File: config.mk
export PLATFORM = sky130hd
export DESIGN_NAME = ps2_kb_receiver_flat
export DESIGN_NICKNAME = d
export VERILOG_FILES = /design/src/rtl/ps2_kb_receiver_if.sv /design/src/rtl/ps2_kb_receiver.sv /design/src/flat_wrapper.sv
export SDC_FILE = /design/constraint.sdc
export NUM_CORES = 1
export LEC_CHECK = 0
export CORE_ASPECT_RATIO = 1.4
export CORE_MARGIN = 5
export CORE_UTILIZATION = 61
export DETAILED_ROUTE_END_ITERATION = 6
export PLACE_DENSITY_LB_ADDON = 0.08
export SYNTH_ARGS = -nofsm -noshare
export SYNTH_HDL_FRONTEND = slang
export SYNTH_SLANG_ARGS = --single-unit
File: constraint.sdc
create_clock -name clk -period 5.4 [get_ports clk]
set_input_delay 0.81 -clock clk [delete_from_list [all_inputs] [get_ports clk]]
set_output_delay 0.81 -clock clk [all_outputs]
set_load 0.02 [all_outputs]
File: src/rtl/ps2_kb_receiver_if.sv
`default_nettype none
// ============================================================================
//  Module      : ps2_kb_receiver_if
//  Description : Bundle of the PS/2 line inputs and the scan-code outputs of
//                the keyboard receiver. The master side is the receiver; the
//                slave side is whatever drives the lines and consumes codes.
//  Revision    : 1.0 - initial release
// ============================================================================
interface ps2_kb_receiver_if;
  logic       ps2_clk;
  logic       ps2_data;
  logic [7:0] data_kb;
  logic       key_release;
  logic       data_valid;
  logic       rx_err;

  modport master (
    input  ps2_clk,
    input  ps2_data,
    output data_kb,
    output key_release,
    output data_valid,
    output rx_err
  );

  modport slave (
    output ps2_clk,
    output ps2_data,
    input  data_kb,
    input  key_release,
    input  data_valid,
    input  rx_err
  );
endinterface
`default_nettype wire

File: src/rtl/ps2_kb_receiver.sv
`default_nettype none
// ============================================================================
//  Module      : ps2_kb_receiver
//  Description : PS/2 device-to-host frame receiver. Synchronises the raw
//                lines, deserialises 11-bit frames on ps2_clk falls, checks
//                odd parity and stop bit, folds the F0 break prefix into
//                key_release, drops E0 prefixes and aborts stalled frames.
//  Revision    : 1.0 - initial release
// ============================================================================
module ps2_kb_receiver #(
  parameter int TIMEOUT_CYCLES = 50000
) (
  input  wire logic         clk,
  input  wire logic         rst,
  ps2_kb_receiver_if.master kb
);

  localparam int                c_TO_W   = $clog2(TIMEOUT_CYCLES + 1);
  localparam logic [c_TO_W-1:0] c_TO_MAX = c_TO_W'(TIMEOUT_CYCLES - 1);
  localparam logic [3:0]        c_LAST   = 4'd9;   // falls after start: D0..D7, parity
  localparam logic [7:0]        c_BREAK  = 8'hF0;
  localparam logic [7:0]        c_EXTEND = 8'hE0;

  typedef enum logic [0:0] {
    ST_IDLE = 1'b0,
    ST_RX   = 1'b1
  } state_t;

  state_t              r_state;
  state_t              w_state_nxt;
  logic                r_clk_meta, r_clk_s, r_clk_prev;
  logic                r_dat_meta, r_dat_s;
  logic [3:0]          r_bit_cnt;
  logic [8:0]          r_shift;
  logic [c_TO_W-1:0]   r_to_cnt;
  logic                r_brk;
  logic [7:0]          r_data_kb;
  logic                r_key_release;
  logic                r_data_valid;
  logic                r_rx_err;
  logic                w_fall;
  logic                w_shift_en;
  logic                w_frame_done;
  logic                w_timeout;
  logic                w_frame_ok;
  logic                w_frame_bad;

  // Two-stage synchronisers plus one extra ps2_clk stage for fall detection
  always_ff @(posedge clk) begin
    if (rst) begin
      r_clk_meta <= 1'b1;
      r_clk_s    <= 1'b1;
      r_clk_prev <= 1'b1;
      r_dat_meta <= 1'b1;
      r_dat_s    <= 1'b1;
    end else begin
      r_clk_meta <= kb.ps2_clk;
      r_clk_s    <= r_clk_meta;
      r_clk_prev <= r_clk_s;
      r_dat_meta <= kb.ps2_data;
      r_dat_s    <= r_dat_meta;
    end
  end

  assign w_fall = r_clk_prev & ~r_clk_s;

  // Frame state register
  always_ff @(posedge clk) begin
    if (rst) r_state <= ST_IDLE;
    else     r_state <= w_state_nxt;
  end

  // Next-state decode: start detection, bit shifting, frame end and timeout
  always_comb begin
    w_state_nxt  = r_state;
    w_shift_en   = 1'b0;
    w_frame_done = 1'b0;
    w_timeout    = 1'b0;
    case (r_state)
      ST_IDLE: begin
        if (w_fall && !r_dat_s) w_state_nxt = ST_RX;
      end
      ST_RX: begin
        if (w_fall) begin
          if (r_bit_cnt == c_LAST) begin
            w_frame_done = 1'b1;
            w_state_nxt  = ST_IDLE;
          end else begin
            w_shift_en = 1'b1;
          end
        end else if (r_to_cnt == c_TO_MAX) begin
          w_timeout   = 1'b1;
          w_state_nxt = ST_IDLE;
        end
      end
      default: w_state_nxt = ST_IDLE;
    endcase
  end

  // Stop bit is the current sample; parity covers D0..D7 plus parity bit
  assign w_frame_ok  = w_frame_done & (^r_shift) & r_dat_s;
  assign w_frame_bad = (w_frame_done & ~((^r_shift) & r_dat_s)) | w_timeout;

  // Bit counter, shift register and saturating stall timer
  always_ff @(posedge clk) begin
    if (rst) begin
      r_bit_cnt <= 4'd0;
      r_shift   <= 9'd0;
      r_to_cnt  <= '0;
    end else begin
      if (r_state == ST_IDLE) r_bit_cnt <= 4'd0;
      else if (w_shift_en)    r_bit_cnt <= r_bit_cnt + 4'd1;

      if (w_shift_en) r_shift <= {r_dat_s, r_shift[8:1]};

      if (r_state != ST_RX || w_fall) r_to_cnt <= '0;
      else if (r_to_cnt != c_TO_MAX)  r_to_cnt <= r_to_cnt + 1'b1;
    end
  end

  // Result stage: break prefix tracking, held scan code and one-cycle pulses
  always_ff @(posedge clk) begin
    if (rst) begin
      r_brk         <= 1'b0;
      r_data_kb     <= 8'h00;
      r_key_release <= 1'b0;
      r_data_valid  <= 1'b0;
      r_rx_err      <= 1'b0;
    end else begin
      r_data_valid <= 1'b0;
      r_rx_err     <= 1'b0;
      if (w_frame_bad) begin
        r_rx_err <= 1'b1;
        r_brk    <= 1'b0;
      end else if (w_frame_ok) begin
        if (r_shift[7:0] == c_BREAK) begin
          r_brk <= 1'b1;
        end else if (r_shift[7:0] != c_EXTEND) begin
          r_data_kb     <= r_shift[7:0];
          r_key_release <= r_brk;
          r_data_valid  <= 1'b1;
          r_brk         <= 1'b0;
        end
      end
    end
  end

  assign kb.data_kb     = r_data_kb;
  assign kb.key_release = r_key_release;
  assign kb.data_valid  = r_data_valid;
  assign kb.rx_err      = r_rx_err;

endmodule
`default_nettype wire
File: src/flat_wrapper.sv
// flat-port wrapper written by rule: the top's interface ports become plain ports
module ps2_kb_receiver_flat 
#(
  parameter int TIMEOUT_CYCLES = 50000
)
  (clk, rst, kb_ps2_clk, kb_ps2_data, kb_data_kb, kb_key_release, kb_data_valid, kb_rx_err);
  ps2_kb_receiver_if kb_i ();
  input  wire logic clk;
  input  wire logic rst;
  input wire logic [$bits(kb_i.ps2_clk)-1:0] kb_ps2_clk;
  input wire logic [$bits(kb_i.ps2_data)-1:0] kb_ps2_data;
  output wire logic [$bits(kb_i.data_kb)-1:0] kb_data_kb;
  output wire logic [$bits(kb_i.key_release)-1:0] kb_key_release;
  output wire logic [$bits(kb_i.data_valid)-1:0] kb_data_valid;
  output wire logic [$bits(kb_i.rx_err)-1:0] kb_rx_err;
  assign kb_i.ps2_clk = kb_ps2_clk;
  assign kb_i.ps2_data = kb_ps2_data;
  assign kb_data_kb = kb_i.data_kb;
  assign kb_key_release = kb_i.key_release;
  assign kb_data_valid = kb_i.data_valid;
  assign kb_rx_err = kb_i.rx_err;
  ps2_kb_receiver #(.TIMEOUT_CYCLES(TIMEOUT_CYCLES)) u_core (.clk(clk), .rst(rst), .kb(kb_i));
endmodule
==> results of run 1 <==
==> flip-flops by register name, summed over array words and instances, names as in the netlist <==
register / count
u_core.r_state: 1
u_core.r_clk_prev: 1
u_core.kb.data_valid: 1
u_core.r_bit_cnt: 4
u_core.r_clk_s: 1
u_core.kb.key_release: 1
u_core.r_clk_meta: 1
u_core.r_brk: 1
u_core.r_to_cnt: 16
u_core.r_dat_s: 1
u_core.r_shift: 9
u_core.r_dat_meta: 1
u_core.kb.data_kb: 8
u_core.kb.rx_err: 1
==> worst max-delay path, cell delays in order, from the launching register on <==
cell,delay [ns]
dfxtp_1,0.37
inv_1,0.06
ha_1,0.30
xnor3_1,0.36
xnor2_1,0.31
nand3_1,0.52
mux2i_1,0.33
nor2_1,0.06
==> per-layer routing <==
metal	share of wire, %	up-vias	wire [um]
met1	41	690	1390
met4	1.9	0	65
met5	0	-	0
met3	3.3	8	112
met2	54	25	1820
li1	-	736	-
==> metrics by stage <==
stage,utilization [%],instances,cell area (sq um),setup slack (ns)
global route,70.4,262,2220,2.66
global placement,68.1,256,2150,2.70
finish,70.4,262,2220,2.94
detailed placement,68.1,256,2150,2.63
CTS,70.4,262,2220,2.93
floorplan,-,212,2000,3.54
==> power by group through the flow <==
stage	Combinational (uW)	Clock [uW]	Sequential, uW
floorplan	5.63	0	357
global placement	7.79	0	357
detailed placement	8.04	0	357
CTS	8.05	197	349
global route	8.73	212	349
finish	7.93	187	349
==> cells by family after synthesis <==
kind of cell	Yosys count
buffers and inverters	18
adder cells (fa/ha/maj)	8
AO/OA/AOI/OAI	17
AND/OR/NAND/NOR	87
XOR/XNOR	16
multiplexers	19
flip-flops	47
==> cell usage in the layout (no fill, tap or decap), types with 2 or more instances in the layout <==
cell type	Yosys	layout
mux2i_1	19	19
and3b_1	2	2
nand3_1	10	10
nor3_1	3	3
a211oi_1	2	2
a31oi_1	2	2
nor2_1	38	38
ha_1	8	8
or3_1	2	2
nand2_1	8	8
o21ai_0	6	6
xnor2_1	8	8
clkdlybuf4s50_1	0	14
inv_1	9	9
a21oi_1	5	5
xor2_1	7	7
or4_1	2	2
and3_1	4	4
and4_1	2	2
nand4_1	4	4
dfxtp_1	47	47
or4b_1	2	2
or2_2	6	6
clkbuf_8	0	5
==> final timing paths <==
check                                                          to  slack (ns)  depth (start not counted)
worst max-delay path            u_core.kb.data_kb[5]$_SDFFE_PP0P_        2.94                          7
worst min-delay path                    u_core.r_dat_s$_SDFF_PP1_        0.41                          1
worst max register to register  u_core.kb.data_kb[5]$_SDFFE_PP0P_        2.94                          7
worst min register to register          u_core.r_dat_s$_SDFF_PP1_        0.41                          1
==> area by class of cell <==
class	count	area, sq um
timing repair buffer	14	140
fill	276	935
tap	39	48.8
multi-input combinational	147	982
sequential	47	941
clock buffer	6	72.6
inverter	9	33.8
==> metrics.txt, run 1 <==
dominant register cell in the synthesized netlist=dfxtp_1; overall die height=77.8 um; met3 Usage GRT=4.32%; sum of overflow across all layers after global routing=0; layer carrying the most global-route usage=met2; share of flip-flops with an asynchronous set or reset=0%; clock period minus worst slack=2.46 ns; DR DRC count=0; number of global-route vias before repair=1490; sw power=106 uW; Worst Max-Slew Pin Slew=0.827 ns; total of max-cap violations=0; clock insertion delay at the later pin of the skew report=0.29 ns; Req. time, crit path=5.55 ns; Worst Min Path Start=u_core.r_dat_meta$_SDFF_PP1_; die footprint=0.00454 sq mm; Via density=5.57; adder and majority gate portion of the synthesized area=5.00%; total of flip-flops plus latches after synthesis=47; number of nets in the layout=236; maximum operating frequency=0.406 GHz; htree depth=2; ranking of synthesized cells by area=dfxtp_1, mux2i_1, nor2_1; number of hold buffers added after cts=0; initial antenna violation count=0; share of the synthesized area in the top cell type=47.0%; accumulated negative setup slack=0 ns; Final Power=544 uW; distinct cell type count after synthesis=32; met1 Resource Use GR=17.3%; headroom to the max-slew limit=44.7%; period utilization=45.6%; number of setup buffers added after CTS=0; arrival time at the worst endpoint=2.61 ns; number of top-level pins=15; top fanout value on the critical path=10; Post-Synthesis Mean Instance Area=9.44 sq um; vias after detailed routing=1459; Seq/Total Area, Yosys=47.0%; post-synthesis share of cell area spent on xor and xnor gates=7.69%; CTS sink cnt=47; worst flop-to-flop path startpoint=u_core.r_shift[1]$_SDFFE_PP0P_; share of synthesized cell area in and, or, nand and nor gates=22.0%; ranking of synthesized cells by instance count=dfxtp_1, nor2_1, mux2i_1; layout cells sized above 1=5.38%; multiplexer share of the synthesized area=9.50%; maximum number of pins on one net before global-route repair=28; largest family of logic cells by synthesized area=simple AND/OR/NAND/NOR gates; WL per Instance=12.9 um; post-detailed-placement half-perimeter wirelength=2580 um; Lkg Pwr=0.000824 uW; Detail Route Antenna Nets=0; Synth Warn #=0; worst-case hold slack=0.413 ns; Net Count, Synth=224; wire length reported by the detailed router=3390 um; Port Buf Inserts=14; Max Slew Vio Count=0; power per unit of standard cell area=245 mW/mm^2; clock root cell=clkbuf_8; area overhead of the layout relative to synthesis=10.8%; count of final setup violators=0; global placer's final weighted congestion=0.805; Setup crit start kind=register; number of buffers created by CTS=5; clock transition at the registers of the reported paths=0.07 ns; Setup crit start=u_core.r_shift[1]$_SDFFE_PP0P_; placement row count=24; effective utilization at floorplan=63.5%; maximum number of buffers from clock root to sink=2; Final Hold Violating Endpoints=0; DR iter-0 viols=42; CP Class=register to register; Min-Delay Path Class=register to register; status=complete, no violations; clock power share=34.4%; post-synthesis compound-gate area fraction=4.88%; clock tree from TritonCTS=yes; largest area contributor in the netlist=dfxtp_1; Core ar.=0.00315 sq mm; fraction of power spent switching nets=19.5%; number of flops mapped to enable cells by yosys=0; met2 layer usage reported by global route=31.3%; total internal power=438 uW; most numerous cell in the Yosys netlist=dfxtp_1; number of detailed-route iterations in the first pass=4; die width=58.4 um; post-synthesis instance area=0.00200 sq mm; global-route total usage across every layer=17.2%; instance count of the mapped netlist=212; sequential fraction of design power=64.1%; first-pass GRT wire length=6150 um; Gates resized, CTS repair=0; sort of element at the end of the critical path=register; Comb pwr share=1.5%; Post-Route Skew=0.00289 ns; peak supply drop=0.245 mV; Ant. Diodes=0; RSZ-0062 raised after global routing=false
No activity file was read; power rests on OpenSTA's default activity.
==> inputs of run 2 (changes only) <==
--- a/config.mk
+++ b/config.mk
@@ -7,7 +7,7 @@
 export LEC_CHECK = 0
 export CORE_ASPECT_RATIO = 1.4
 export CORE_MARGIN = 5
-export CORE_UTILIZATION = 61
+export CORE_UTILIZATION = 57
 export DETAILED_ROUTE_END_ITERATION = 6
 export PLACE_DENSITY_LB_ADDON = 0.08
 export SYNTH_ARGS = -nofsm -noshare
==> constraint.sdc (replaced) <==
create_clock -name clk -period 2.4 [get_ports clk]
set_input_delay 0.36 -clock clk [delete_from_list [all_inputs] [get_ports clk]]
set_output_delay 0.36 -clock clk [all_outputs]
set_load 0.02 [all_outputs]
==> metrics.txt, run 2 (synthesis results as in run 1) <==
post-detailed-placement half-perimeter wirelength=2520 um; effective utilization at floorplan=59.3%; RSZ-0062 raised after global routing=false; total internal power=997 uW; flop2flop setup slack=0.30 ns; period utilization=87.4%; maximum operating frequency=0.477 GHz; Fill cells=291; Req. time, crit path=2.58 ns; peak supply drop=0.609 mV; Setup crit start kind=register; Max Slew Vio Count=0; Via density=5.52; Core ar.=0.00338 sq mm; clock insertion delay at the later pin of the skew report=0.29 ns; total of max-cap violations=0; wire length reported by the detailed router=3410 um; sum of overflow across all layers after global routing=0; die width=60.1 um; count of final setup violators=0; Detail Route Antenna Nets=0; commonest cells after routing, fill and taps aside=dfxtp_1, nor2_1, mux2i_1; maximum number of pins on one net before global-route repair=27; Lkg Pwr=0.000849 uW; Setup crit start=u_core.r_shift[0]$_SDFFE_PP0P_; register ranked first by flip-flop count=u_core.r_to_cnt; initial antenna violation count=0; CTS sink cnt=47; accumulated negative setup slack=0 ns; clock root cell=clkbuf_8; number of top-level pins=15; sort of element at the end of the critical path=register; max FFs per register=16; maximum number of buffers from clock root to sink=2; first-pass GRT wire length=5930 um; overall die height=80.1 um; Ant. Diodes=0; Post-Route Skew=0.00438 ns; top fanout value on the critical path=9; htree depth=2; Min-Delay Path Class=register to register; power per unit of standard cell area=551 mW/mm^2; vias after detailed routing=1484; number of detailed-route iterations in the first pass=4; clock tree from TritonCTS=yes; arrival time at the worst endpoint=2.28 ns; path depth of the worst reg2reg path=8; WL per Instance=12.7 um; area overhead of the layout relative to synthesis=12.8%; DR DRC count=0; fraction of power spent switching nets=19.9%; number of cells in the finished layout apart from fillers=269; endpoint of the worst setup timing path=u_core.kb.data_kb[4]$_SDFFE_PP0P_; number of hold buffers added after cts=0; placement row count=25; DR iter-0 viols=77; global placer's final weighted congestion=0.937; number of global-route vias before repair=1493; Comb pwr share=1.6%; Final Power=1240 uW; clock period minus worst slack=2.10 ns; status=complete, no violations; endpoint of the worst register-to-register path=u_core.kb.data_kb[4]$_SDFFE_PP0P_; Worst Max-Slew Pin Slew=0.359 ns; worst flop-to-flop path startpoint=u_core.r_shift[0]$_SDFFE_PP0P_; Inst Count DP=261; Port Buf Inserts=14; headroom to the max-slew limit=76.0%; Gates resized, CTS repair=0; Final Hold Violating Endpoints=0; CP Class=register to register; clock transition at the registers of the reported paths=0.08 ns; sequential fraction of design power=63.1%; leading cell type in the layout, fill and taps excluded=dfxtp_1; sw power=247 uW; number of nets in the layout=240; global-route total usage across every layer=15.7%; layout cells sized above 1=7.42%; number of buffers created by CTS=5; number of setup buffers added after CTS=0; die footprint=0.00481 sq mm; clock power share=35.3%
==> run 2: power by group through the flow <==
stage	Combinational (uW)	Clock, uW	Sequential [uW]
detailed placement	20.6	0	803
CTS	20.8	459	785
finish	20.5	439	785
global placement	20.1	0	803
floorplan	12.7	0	803
global route	22.7	498	786
==> run 2: through the flow <==
stage	setup WS (ns)	utilization, %	hold slack [ns]	area (sq um)
2_1_floorplan	0.537	-	0.389	2000
3_3_place_gp	0.382	64.4	0.393	2180
3_5_place_dp	0.306	64.4	0.400	2180
4_1_cts	0.282	66.9	0.419	2260
5_1_grt	0.0830	66.9	0.449	2260
6_report	0.303	66.9	0.415	2260
==> run 2: worst min path at each step <==
stage / startpoint / to / slack, ns / cells after the start
6_report: u_core.r_clk_meta$_SDFF_PP1_ / u_core.r_clk_s$_SDFF_PP1_ / 0.41 / 1
5_1_grt: u_core.r_clk_meta$_SDFF_PP1_ / u_core.r_clk_s$_SDFF_PP1_ / 0.45 / 1
4_1_cts: u_core.r_clk_meta$_SDFF_PP1_ / u_core.r_clk_s$_SDFF_PP1_ / 0.42 / 1
3_5_place_dp: u_core.r_clk_meta$_SDFF_PP1_ / u_core.r_clk_s$_SDFF_PP1_ / 0.40 / 1
3_3_place_gp: u_core.r_clk_meta$_SDFF_PP1_ / u_core.r_clk_s$_SDFF_PP1_ / 0.39 / 1
2_1_floorplan: u_core.r_clk_meta$_SDFF_PP1_ / u_core.r_clk_s$_SDFF_PP1_ / 0.39 / 1
==> run 2: layer usage <==
layer / global-route usage (%) / part of all wire, % / vias up
met5: 0 / 0 / -
met1: 16.7 / 41 / 696
met3: 3.86 / 4.0 / 6
li1: - / - / 753
met4: 6.65 / 1.8 / 0
met2: 28.5 / 54 / 29
==> run 2: final cells by class <==
class | count | area (sq um) | area share, %
Timing Repair Buffer | 18 | 170 | 7.53
Multi-Input combinational cell | 147 | 982 | 43.5
Clock inverter | 1 | 5.00 | 0.222
Tap cell | 40 | 50.0 | 2.22
Inverter | 9 | 33.8 | 1.50
Clock buffer | 7 | 76.3 | 3.38
Sequential cell | 47 | 941 | 41.7
==> run 2: critical path, stage by stage, from the launching register on <==
cell and delay [ns]:
dfxtp_1 0.37, inv_1 0.06, ha_1 0.30, xnor3_1 0.35
xnor2_1 0.29, nand3_1 0.18, buf_4 0.23, mux2i_1 0.16
nor2_1 0.06
